**src/rtl/fetch_pkg.sv**
```systemverilog
// Shared types and defaults for the instruction fetch stage.
package fetch_pkg;

  typedef enum logic [1:0] {IDLE, ISSUE, WAIT, HOLD} fetch_state_t;

  localparam int FETCH_AW_DEF = 16;
  localparam int FETCH_DW_DEF = 16;

endpackage

```
**src/rtl/instr_fetch_unit_if.sv**
```systemverilog
// Instruction memory bus plus IR valid/ready handshake toward the control unit.
interface instr_fetch_unit_if #(
  parameter int AW = 16,
  parameter int DW = 16
);
  logic [AW-1:0] mem_addr;
  logic          mem_rd;
  logic [DW-1:0] mem_rdata;
  logic [DW-1:0] ir;
  logic          ir_valid;
  logic          ir_ready;

  modport master (
    output mem_addr, mem_rd, ir, ir_valid,
    input  mem_rdata, ir_ready
  );

  modport slave (
    input  mem_addr, mem_rd, ir, ir_valid,
    output mem_rdata, ir_ready
  );
endinterface

```
**src/rtl/fetch_latency_timer.sv**
```systemverilog
// Loadable down-counter timing the instruction memory read latency; done when the count is zero.
module fetch_latency_timer #(
  parameter int MEM_LATENCY = 1,
  parameter int CW          = $clog2(MEM_LATENCY + 1)
) (
  input  logic          clock,
  input  logic          resetn,
  input  logic          load,
  input  logic [CW-1:0] load_val,
  output logic          done
);

  logic [CW-1:0] count_q, count_d;

  always_comb begin
    count_d = count_q;
    if (load)
      count_d = load_val;
    else if (count_q != '0)
      count_d = count_q - CW'(1);
  end

  always_ff @(posedge clock) begin
    if (!resetn) count_q <= '0;
    else         count_q <= count_d;
  end

  assign done = (count_q == '0);

endmodule

```
**src/rtl/instr_fetch_unit.sv**
```systemverilog
// Fetch stage: PC -> memory read -> IR -> valid/ready. Optional perf counter under FETCH_PERF_CNT_EN.
//  state | meaning
//  IDLE  | no fetch in flight     ISSUE | mem_rd and pc_incr strobe
//  WAIT  | memory latency         HOLD  | IR valid, waiting for ir_ready
module instr_fetch_unit
  import fetch_pkg::*;
#(
  parameter int AW          = FETCH_AW_DEF,
  parameter int DW          = FETCH_DW_DEF,
  parameter int MEM_LATENCY = 1
) (
  input  logic                clock,
  input  logic                resetn,
  input  logic [AW-1:0]       pc_in,
  output logic                pc_incr,
  input  logic                enable,
  input  logic                flush,
  instr_fetch_unit_if.master  bus,
  output logic                busy,
  output logic [15:0]         fetch_count
);

  localparam int LW = $clog2(MEM_LATENCY + 1);

  fetch_state_t  state_q, state_d;
  logic [AW-1:0] addr_q, addr_d;
  logic [DW-1:0] ir_q, ir_d;
  logic          ir_valid_q, ir_valid_d;
  logic          timer_load;
  logic          timer_done;
  logic [LW-1:0] timer_load_val;

  assign timer_load_val = LW'(MEM_LATENCY - 1);

  fetch_latency_timer #(.MEM_LATENCY(MEM_LATENCY), .CW(LW)) u_timer (
    .clock    (clock),
    .resetn   (resetn),
    .load     (timer_load),
    .load_val (timer_load_val),
    .done     (timer_done)
  );

  always_comb begin
    state_d    = state_q;
    addr_d     = addr_q;
    ir_d       = ir_q;
    ir_valid_d = ir_valid_q;
    timer_load = 1'b0;
    case (state_q)
      IDLE: begin
        if (enable && !flush) begin
          addr_d  = pc_in;
          state_d = ISSUE;
        end
      end
      ISSUE: begin
        timer_load = 1'b1;
        state_d    = WAIT;
      end
      WAIT: begin
        if (timer_done) begin
          ir_d       = bus.mem_rdata;
          ir_valid_d = 1'b1;
          state_d    = HOLD;
        end
      end
      HOLD: begin
        if (bus.ir_ready) begin
          ir_valid_d = 1'b0;
          if (enable) begin
            addr_d  = pc_in;
            state_d = ISSUE;
          end else begin
            state_d = IDLE;
          end
        end
      end
      default: state_d = IDLE;
    endcase
    // Flush drops any returning word and the held instruction; refetch begins from IDLE.
    if (flush) begin
      state_d    = IDLE;
      addr_d     = addr_q;
      ir_d       = ir_q;
      ir_valid_d = 1'b0;
    end
  end

  always_ff @(posedge clock) begin
    if (!resetn) begin
      state_q    <= IDLE;
      addr_q     <= '0;
      ir_q       <= '0;
      ir_valid_q <= 1'b0;
    end else begin
      state_q    <= state_d;
      addr_q     <= addr_d;
      ir_q       <= ir_d;
      ir_valid_q <= ir_valid_d;
    end
  end

  // An increment in the flush cycle would override the PC load that caused the flush.
  assign pc_incr      = (state_q == ISSUE) && !flush;
  assign bus.mem_rd   = (state_q == ISSUE);
  assign bus.mem_addr = addr_q;
  assign bus.ir       = ir_q;
  assign bus.ir_valid = ir_valid_q;
  assign busy         = (state_q != IDLE);

`ifdef FETCH_PERF_CNT_EN
  logic [15:0] fetch_count_q, fetch_count_d;

  always_comb begin
    fetch_count_d = fetch_count_q;
    if (ir_valid_q && bus.ir_ready && !flush && (fetch_count_q != 16'hFFFF))
      fetch_count_d = fetch_count_q + 16'd1;
  end

  always_ff @(posedge clock) begin
    if (!resetn) fetch_count_q <= '0;
    else         fetch_count_q <= fetch_count_d;
  end

  assign fetch_count = fetch_count_q;
`else
  assign fetch_count = 16'h0000;
`endif

endmodule

```
**src/flat_wrapper.sv**
```systemverilog
// flat-port wrapper written by rule: the top's interface ports become plain ports
module instr_fetch_unit_flat import fetch_pkg::*;
#(
  parameter int AW          = FETCH_AW_DEF,
  parameter int DW          = FETCH_DW_DEF,
  parameter int MEM_LATENCY = 1
)
  (clock, resetn, pc_in, pc_incr, enable, flush, busy, fetch_count, bus_mem_addr, bus_mem_rd, bus_ir, bus_ir_valid, bus_mem_rdata, bus_ir_ready);
  instr_fetch_unit_if #(.AW(AW), .DW(DW)) bus_i ();
  input  logic clock;
  input  logic resetn;
  input  logic [AW-1:0] pc_in;
  output logic pc_incr;
  input  logic enable;
  input  logic flush;
  output logic busy;
  output logic [15:0] fetch_count;
  output wire logic [$bits(bus_i.mem_addr)-1:0] bus_mem_addr;
  output wire logic [$bits(bus_i.mem_rd)-1:0] bus_mem_rd;
  output wire logic [$bits(bus_i.ir)-1:0] bus_ir;
  output wire logic [$bits(bus_i.ir_valid)-1:0] bus_ir_valid;
  input wire logic [$bits(bus_i.mem_rdata)-1:0] bus_mem_rdata;
  input wire logic [$bits(bus_i.ir_ready)-1:0] bus_ir_ready;
  assign bus_mem_addr = bus_i.mem_addr;
  assign bus_mem_rd = bus_i.mem_rd;
  assign bus_ir = bus_i.ir;
  assign bus_ir_valid = bus_i.ir_valid;
  assign bus_i.mem_rdata = bus_mem_rdata;
  assign bus_i.ir_ready = bus_ir_ready;
  instr_fetch_unit #(.AW(AW), .DW(DW), .MEM_LATENCY(MEM_LATENCY)) u_core (.clock(clock), .resetn(resetn), .pc_in(pc_in), .pc_incr(pc_incr), .enable(enable), .flush(flush), .bus(bus_i), .busy(busy), .fetch_count(fetch_count));
endmodule
```
**config.mk**
```make
export PLATFORM = sky130hd
export DESIGN_NAME = instr_fetch_unit_flat
export DESIGN_NICKNAME = d
export VERILOG_FILES = /design/src/rtl/fetch_pkg.sv /design/src/rtl/instr_fetch_unit_if.sv /design/src/rtl/fetch_latency_timer.sv /design/src/rtl/instr_fetch_unit.sv /design/src/flat_wrapper.sv
export SDC_FILE = /design/constraint.sdc
export NUM_CORES = 1
export LEC_CHECK = 0
export CORE_MARGIN = 2
export CORE_UTILIZATION = 40
export CTS_CLUSTER_DIAMETER = 120
export CTS_CLUSTER_SIZE = 16
export DETAILED_ROUTE_END_ITERATION = 8
export PLACE_DENSITY = 0.87
export SYNTH_ARGS = -nofsm -noshare
export SYNTH_HDL_FRONTEND = slang
export SYNTH_SLANG_ARGS = --single-unit
```
**constraint.sdc**
```tcl
create_clock -name clock -period 3.9 [get_ports clock]
set_clock_uncertainty 0.2 [all_clocks]
set_input_delay 0.585 -clock clock [delete_from_list [all_inputs] [get_ports clock]]
set_output_delay 0.585 -clock clock [all_outputs]
set_load 0.01 [all_outputs]
```
==> metrics.txt, run 1 <==
Synth Area in Simple Gates 0.192; count leader, synth sky130_fd_sc_hd__dfxtp_1; final setup violation count 0; fraction of the mapped netlist area in adder cells 0.0388; type of the worst min-delay path register to register; library cells used by synthesis 26; final hold violations 0; DRC violation count after routing 0; DIE HEIGHT between 60 and 70 µm; horizontal extent of the die about 67 µm; Std-Cell Rows 23; critical path data arrival time between 1500 and 2000 ps; overall power of the completed layout roughly 0.85 mW; count of warnings emitted by yosys 0; TritonCTS Buffers 5; number of cells on the worst reg-to-reg path 5; residual antenna-violating net count after detailed routing 0; hold path cells 2; routability-driven placement congestion ratio 0.822; first-pass GRT wire length 5420 µm; Mapped Avg Cell Area about 9.5 µm²; post-synthesis compound-gate area fraction 0.0962; netlist area before placement 1610 µm²; crit-path max FO 5; estimated wirelength of the detail-placed design 2500 µm; type of destination of the critical path primary output; endpoint of the worst register-to-register path u_core.bus.ir[8]; reg-to-reg critical path startpoint u_core.state_q[0]; FF+latch count, synth 36; main combinational cell family by area after synthesis simple AND/OR/NAND/NOR gates; cts repair resizes 0; min-delay src u_core.bus.ir[1]; final count of pins violating max slew 0; Die Footprint ~4600 µm²; share of layout cells above drive strength 1 0.0412; initial antenna violation count 0; wire per inst roughly 12 µm; Worst Hold Path EP u_core.bus.ir[1]; all-layer global routing usage 0.163; required time of the worst setup path ~3100 ps; final global-route overflow total 0; Peak VDD IR around 190 µV; share of the clock period used by the worst path 0.640; predominant post-synthesis flop cell sky130_fd_sc_hd__dfxtp_1; initial core utilization 0.409; buffers added on ports between 70 and 80; number of flops mapped to enable cells by yosys 0; via count of the first global-routing pass approximately 1200; FMAX between 400 and 500 MHz; Antenna diodes 0; layout overhead on the synthesized area 49.9%; placeable core region between 3000 and 4000 µm²; static power due to leakage just under 0.9 nW; root buffer selected by CTS sky130_fd_sc_hd__clkbuf_8; Synth top cells by count 36 x sky130_fd_sc_hd__dfxtp_1, 33 x sky130_fd_sc_hd__nand2_1, 18 x sky130_fd_sc_hd__mux2i_1; XOR/XNOR Fraction of Synth Area 0; Total Routed Length 3400 µm; cell taking the most area after synthesis sky130_fd_sc_hd__dfxtp_1; final total negative setup slack 0 ps; fin crit period ~2500 ps; post-CTS setup buffer count 0; via count about 1300; proportion of synthesized flip-flops having asynchronous set or reset 0; area share of the largest cell type after synthesis 0.447; worst-skew pair later-pin latency 280 ps; pin count of the biggest net entering global routing 34; power density over cell area approximately 350 nW/µm²; H-Tree Level Count 2; proportion of synthesized area in mux cells 0.112; first drt pass iteration count 4; critical path startpoint category input port; count of maximum capacitance violations 0; critical path type input port to primary output; Rel. slew slack 0.312; nets around 280; RSZ-0062 raised after global routing no; Tightest Pin Transition around 1000 ps; register-to-register setup slack roughly 1700 ps; clock sink count 36; TritonCTS clock tree yes; synthesized instance count 170; top post-synthesis cells by area sky130_fd_sc_hd__dfxtp_1 45%, sky130_fd_sc_hd__mux2i_1 11%, sky130_fd_sc_hd__nand2_1 7.7%; hold-fix buffers at CTS 0; via count normalized by instance count roughly 4.4; run status complete, no violations; num ports 89; sequential cell area fraction in the yosys report 0.447; number of buffers on the longest clock path 2; filler instances 376; clock-pin slew of the registers on the worst-case setup and hold paths roughly 70 ps; Hold WS between 200 and 300 ps; detailed router's first-iteration violation count 29
## routing by layer
metal / global-route usage / vias to the layer above / share of wire
met5: 0 / - / 0
li1: - / 660 / -
met1: 0.167 / 583 / 0.39
met4: 0.0612 / 0 / 0.0053
met3: 0.0983 / 2 / 0.13
met2: 0.270 / 58 / 0.48
## final cells by class
type,instances,area (µm²),share of cell area
clock buffers,7,96.3,0.0399
well taps,50,62.6,0.0259
inverters,4,15.0,0.00621
repair buffers,72,721,0.298
multi-input cells,123,772,0.319
flip-flops and latches,36,721,0.298
clock inverters,1,30.0,0.0124
## worst max-delay path, cell delays in order
cell and delay (ps):
sky130_fd_sc_hd__clkdlybuf4s50_1 470, sky130_fd_sc_hd__nor2b_1 120, sky130_fd_sc_hd__clkdlybuf4s50_1 540
## state kept, by name, summed over array words and instances (netlist names)
register,count
u_core.bus.mem_addr,16
u_core.state_q,2
u_core.bus.ir_valid,1
u_core.u_timer.count_q,1
u_core.bus.ir,16
## cell usage in the layout (no fill, tap or decap)
cell type                          n
sky130_fd_sc_hd__conb_1           17
sky130_fd_sc_hd__nand2_1          33
sky130_fd_sc_hd__dfxtp_1          36
sky130_fd_sc_hd__a21boi_1          4
sky130_fd_sc_hd__nor2_1            4
sky130_fd_sc_hd__nand3_1           1
sky130_fd_sc_hd__nor3b_1           1
sky130_fd_sc_hd__or2b_1            1
sky130_fd_sc_hd__a222oi_1          1
sky130_fd_sc_hd__or3b_1            1
sky130_fd_sc_hd__bufinv_16         1
sky130_fd_sc_hd__ha_1              5
sky130_fd_sc_hd__nor2_4            1
sky130_fd_sc_hd__clkdlybuf4s50_1  72
sky130_fd_sc_hd__o21ai_0           1
sky130_fd_sc_hd__a21oi_1           1
sky130_fd_sc_hd__nor2b_1          17
sky130_fd_sc_hd__clkbuf_8          7
sky130_fd_sc_hd__nand2b_1          2
sky130_fd_sc_hd__inv_1             4
sky130_fd_sc_hd__a211oi_1          1
sky130_fd_sc_hd__mux2i_1          18
sky130_fd_sc_hd__nor3b_2           1
sky130_fd_sc_hd__a21boi_0         12
sky130_fd_sc_hd__o211ai_1          1
## power by group
part / switching [mW] / internal (mW) / total, mW
Sequential: 0.00605 / 0.378 / 0.384
Clock: 0.128 / 0.226 / 0.353
Combinational: 0.0417 / 0.0678 / 0.110
Total: 0.175 / 0.671 / 0.847
## logic make-up (layout without fill, tap and decap cells)
| logic type | Yosys count | count (layout) |
|---|---|---|
| AOI/OAI and AO/OA | 21 | 21 |
| adders and majority gates | 5 | 5 |
| buffers and inverters | 27 | 84 |
| DFF | 36 | 36 |
| muxes | 18 | 18 |
| other | 1 | 17 |
| and+or+nand+nor | 62 | 62 |
## worst max path at each step
stage | slack, ps | cells past startpoint | to | startpoint
finish | 1400 | 3 | pc_incr | flush
global route | 1320 | 3 | pc_incr | flush
CTS | 1400 | 3 | pc_incr | flush
detailed placement | 1300 | 4 | u_core.bus.ir[8] | flush
global placement | 1410 | 3 | pc_incr | flush
floorplan | 2150 | 7 | u_core.bus.ir[14] | u_core.state_q[0]
## through the flow
stage                     utilization  area, µm²  instances  setup slack [ps]
after floorplan                     -       1670        186              2150
after global placement          0.581       2290        285              1410
after detailed placement        0.581       2290        285              1300
after CTS                       0.613       2420        293              1400
after global routing            0.613       2420        293              1320
final                           0.613       2420        293              1400
(Power assumes the default switching activity.)
==> run 2: changes to the inputs <==
--- a/config.mk
+++ b/config.mk
@@ -6,11 +6,11 @@
 export NUM_CORES = 1
 export LEC_CHECK = 0
 export CORE_MARGIN = 2
-export CORE_UTILIZATION = 40
+export CORE_UTILIZATION = 38
 export CTS_CLUSTER_DIAMETER = 120
 export CTS_CLUSTER_SIZE = 16
 export DETAILED_ROUTE_END_ITERATION = 8
-export PLACE_DENSITY = 0.87
+export PLACE_DENSITY = 0.83
 export SYNTH_ARGS = -nofsm -noshare
 export SYNTH_HDL_FRONTEND = slang
 export SYNTH_SLANG_ARGS = --single-unit
==> constraint.sdc (replaced) <==
create_clock -name clock -period 2.5 [get_ports clock]
set_clock_uncertainty 0.2 [all_clocks]
set_input_delay 0.375 -clock clock [delete_from_list [all_inputs] [get_ports clock]]
set_output_delay 0.375 -clock clock [all_outputs]
set_load 0.01 [all_outputs]
==> metrics.txt, run 2 (synthesis results as in run 1) <==
placeable core region between 4000 and 5000 µm²; cts repair resizes 0; nets 287; power density over cell area between 500 and 600 nW/µm²; most common library cell in the layout ignoring fill and taps sky130_fd_sc_hd__clkdlybuf4s50_1; horizontal extent of the die 69.1 µm; hold-fix buffers at CTS 0; register-to-register setup slack approximately 570 ps; reg-to-reg critical path startpoint u_core.state_q[0]; Std-Cell Rows 23; via count about 1300; setup ws final approximately 300 ps; crit-path max FO 6; via count normalized by instance count 4.45; share of layout cells above drive strength 1 0.0528; RSZ-0062 raised after global routing no; wire per inst ~11 µm; layout overhead on the synthesized area 54.1%; via count of the first global-routing pass 1330; H-Tree Level Count 2; worst-skew pair later-pin latency 290 ps; final total negative setup slack 0 ps; required time of the worst setup path around 1900 ps; buffers added on ports about 70; static power due to leakage 0.923 nW; final count of pins violating max slew 0; number of buffers on the longest clock path 2; post-place setup slack ~380 ps; Worst Hold Path EP u_core.bus.ir[2]; routability-driven placement congestion ratio a little under 0.7; final hold violations 0; number of cells on the worst reg-to-reg path 5; first drt pass iteration count 4; TritonCTS Buffers 5; DRC violation count after routing 0; clock-pin slew of the registers on the worst-case setup and hold paths around 70 ps; first-pass GRT wire length between 5000 and 6000 µm; share of the clock period used by the worst path 0.882; Antenna diodes 0; Total Routed Length 3340 µm; estimated wirelength of the detail-placed design around 2400 µm; Die Footprint around 4800 µm²; endpoint of the worst register-to-register path u_core.bus.ir[6]; FMAX between 400 and 500 MHz; DIE HEIGHT between 60 and 70 µm; initial antenna violation count 0; min-delay src u_core.bus.ir[2]; root buffer selected by CTS sky130_fd_sc_hd__clkbuf_8; final global-route overflow total 0; final design utilization 0.617; detailed router's first-iteration violation count 55; run status complete, no violations; clock sink count 36; TritonCTS clock tree yes; count of maximum capacitance violations 0; residual antenna-violating net count after detailed routing 0; critical path data arrival time between 1500 and 2000 ps; all-layer global routing usage 0.149; Rel. slew slack 0.628; Tightest Pin Transition about 560 ps; Peak VDD IR roughly 350 µV; final setup violation count 0; num ports between 80 and 90; pin count of the biggest net entering global routing 19; type of the worst min-delay path register to register; fin crit period between 2000 and 2500 ps; filler instances 361; hold path cells 2; leading cell types in the layout, fill and taps excluded 72 x sky130_fd_sc_hd__clkdlybuf4s50_1, 36 x sky130_fd_sc_hd__dfxtp_1, 33 x sky130_fd_sc_hd__nand2_1, 18 x sky130_fd_sc_hd__mux2i_1; initial core utilization 0.400; critical path startpoint category register; type of destination of the critical path primary output; post-CTS setup buffer count 0; critical path type register to primary output
-- run 2: worst max-delay path by stage --
stage	start	endpoint	slack [ps]	cells after the start
2_1_floorplan	u_core.state_q[0]	u_core.bus.ir[14]	750	7
6_report	u_core.state_q[0]	busy	300	4
3_3_place_gp	flush	pc_incr	420	3
3_5_place_dp	flush	u_core.state_q[1]	380	5
5_1_grt	u_core.state_q[0]	busy	190	4
4_1_cts	u_core.state_q[0]	busy	280	4
-- run 2: layer usage --
layer / wire [µm] / GRT usage
met1: 1430 / 0.170
met2: 1530 / 0.241
met3: 327 / 0.0673
met4: 53 / 0.0588
met5: 0 / 0
-- run 2: final cells by class --
cell class / count / area [µm²] / share of cell area
Sequential cell: 36 / 721 / 0.290
Clock buffer: 5 / 68.8 / 0.0277
Multi-Input combinational cell: 123 / 772 / 0.311
Timing Repair Buffer: 75 / 756 / 0.304
Clock inverter: 3 / 90.1 / 0.0363
Tap cell: 50 / 62.6 / 0.0252
Inverter: 4 / 15.0 / 0.00604
-- run 2: critical path, cell delays in order (launching register included) --
cell	delay (ps)
sky130_fd_sc_hd__dfxtp_1	420
sky130_fd_sc_hd__inv_1	110
sky130_fd_sc_hd__ha_1	240
sky130_fd_sc_hd__inv_1	60
sky130_fd_sc_hd__clkdlybuf4s50_1	520
-- run 2: power breakdown --
part / switching, mW / internal (mW)
logic: 0.0659 / 0.109
clock network: 0.212 / 0.499
registers: 0.00934 / 0.589
total: 0.288 / 1.20
-- run 2: through the flow --
stage	instance area (µm²)	std cells	hold slack (ps)	power, mW
2_1_floorplan	1670	186	279	0.707
6_report	2480	296	250	1.49
3_3_place_gp	2330	288	239	0.787
3_5_place_dp	2330	288	245	0.789
4_1_cts	2480	296	254	1.50
5_1_grt	2480	296	280	1.54
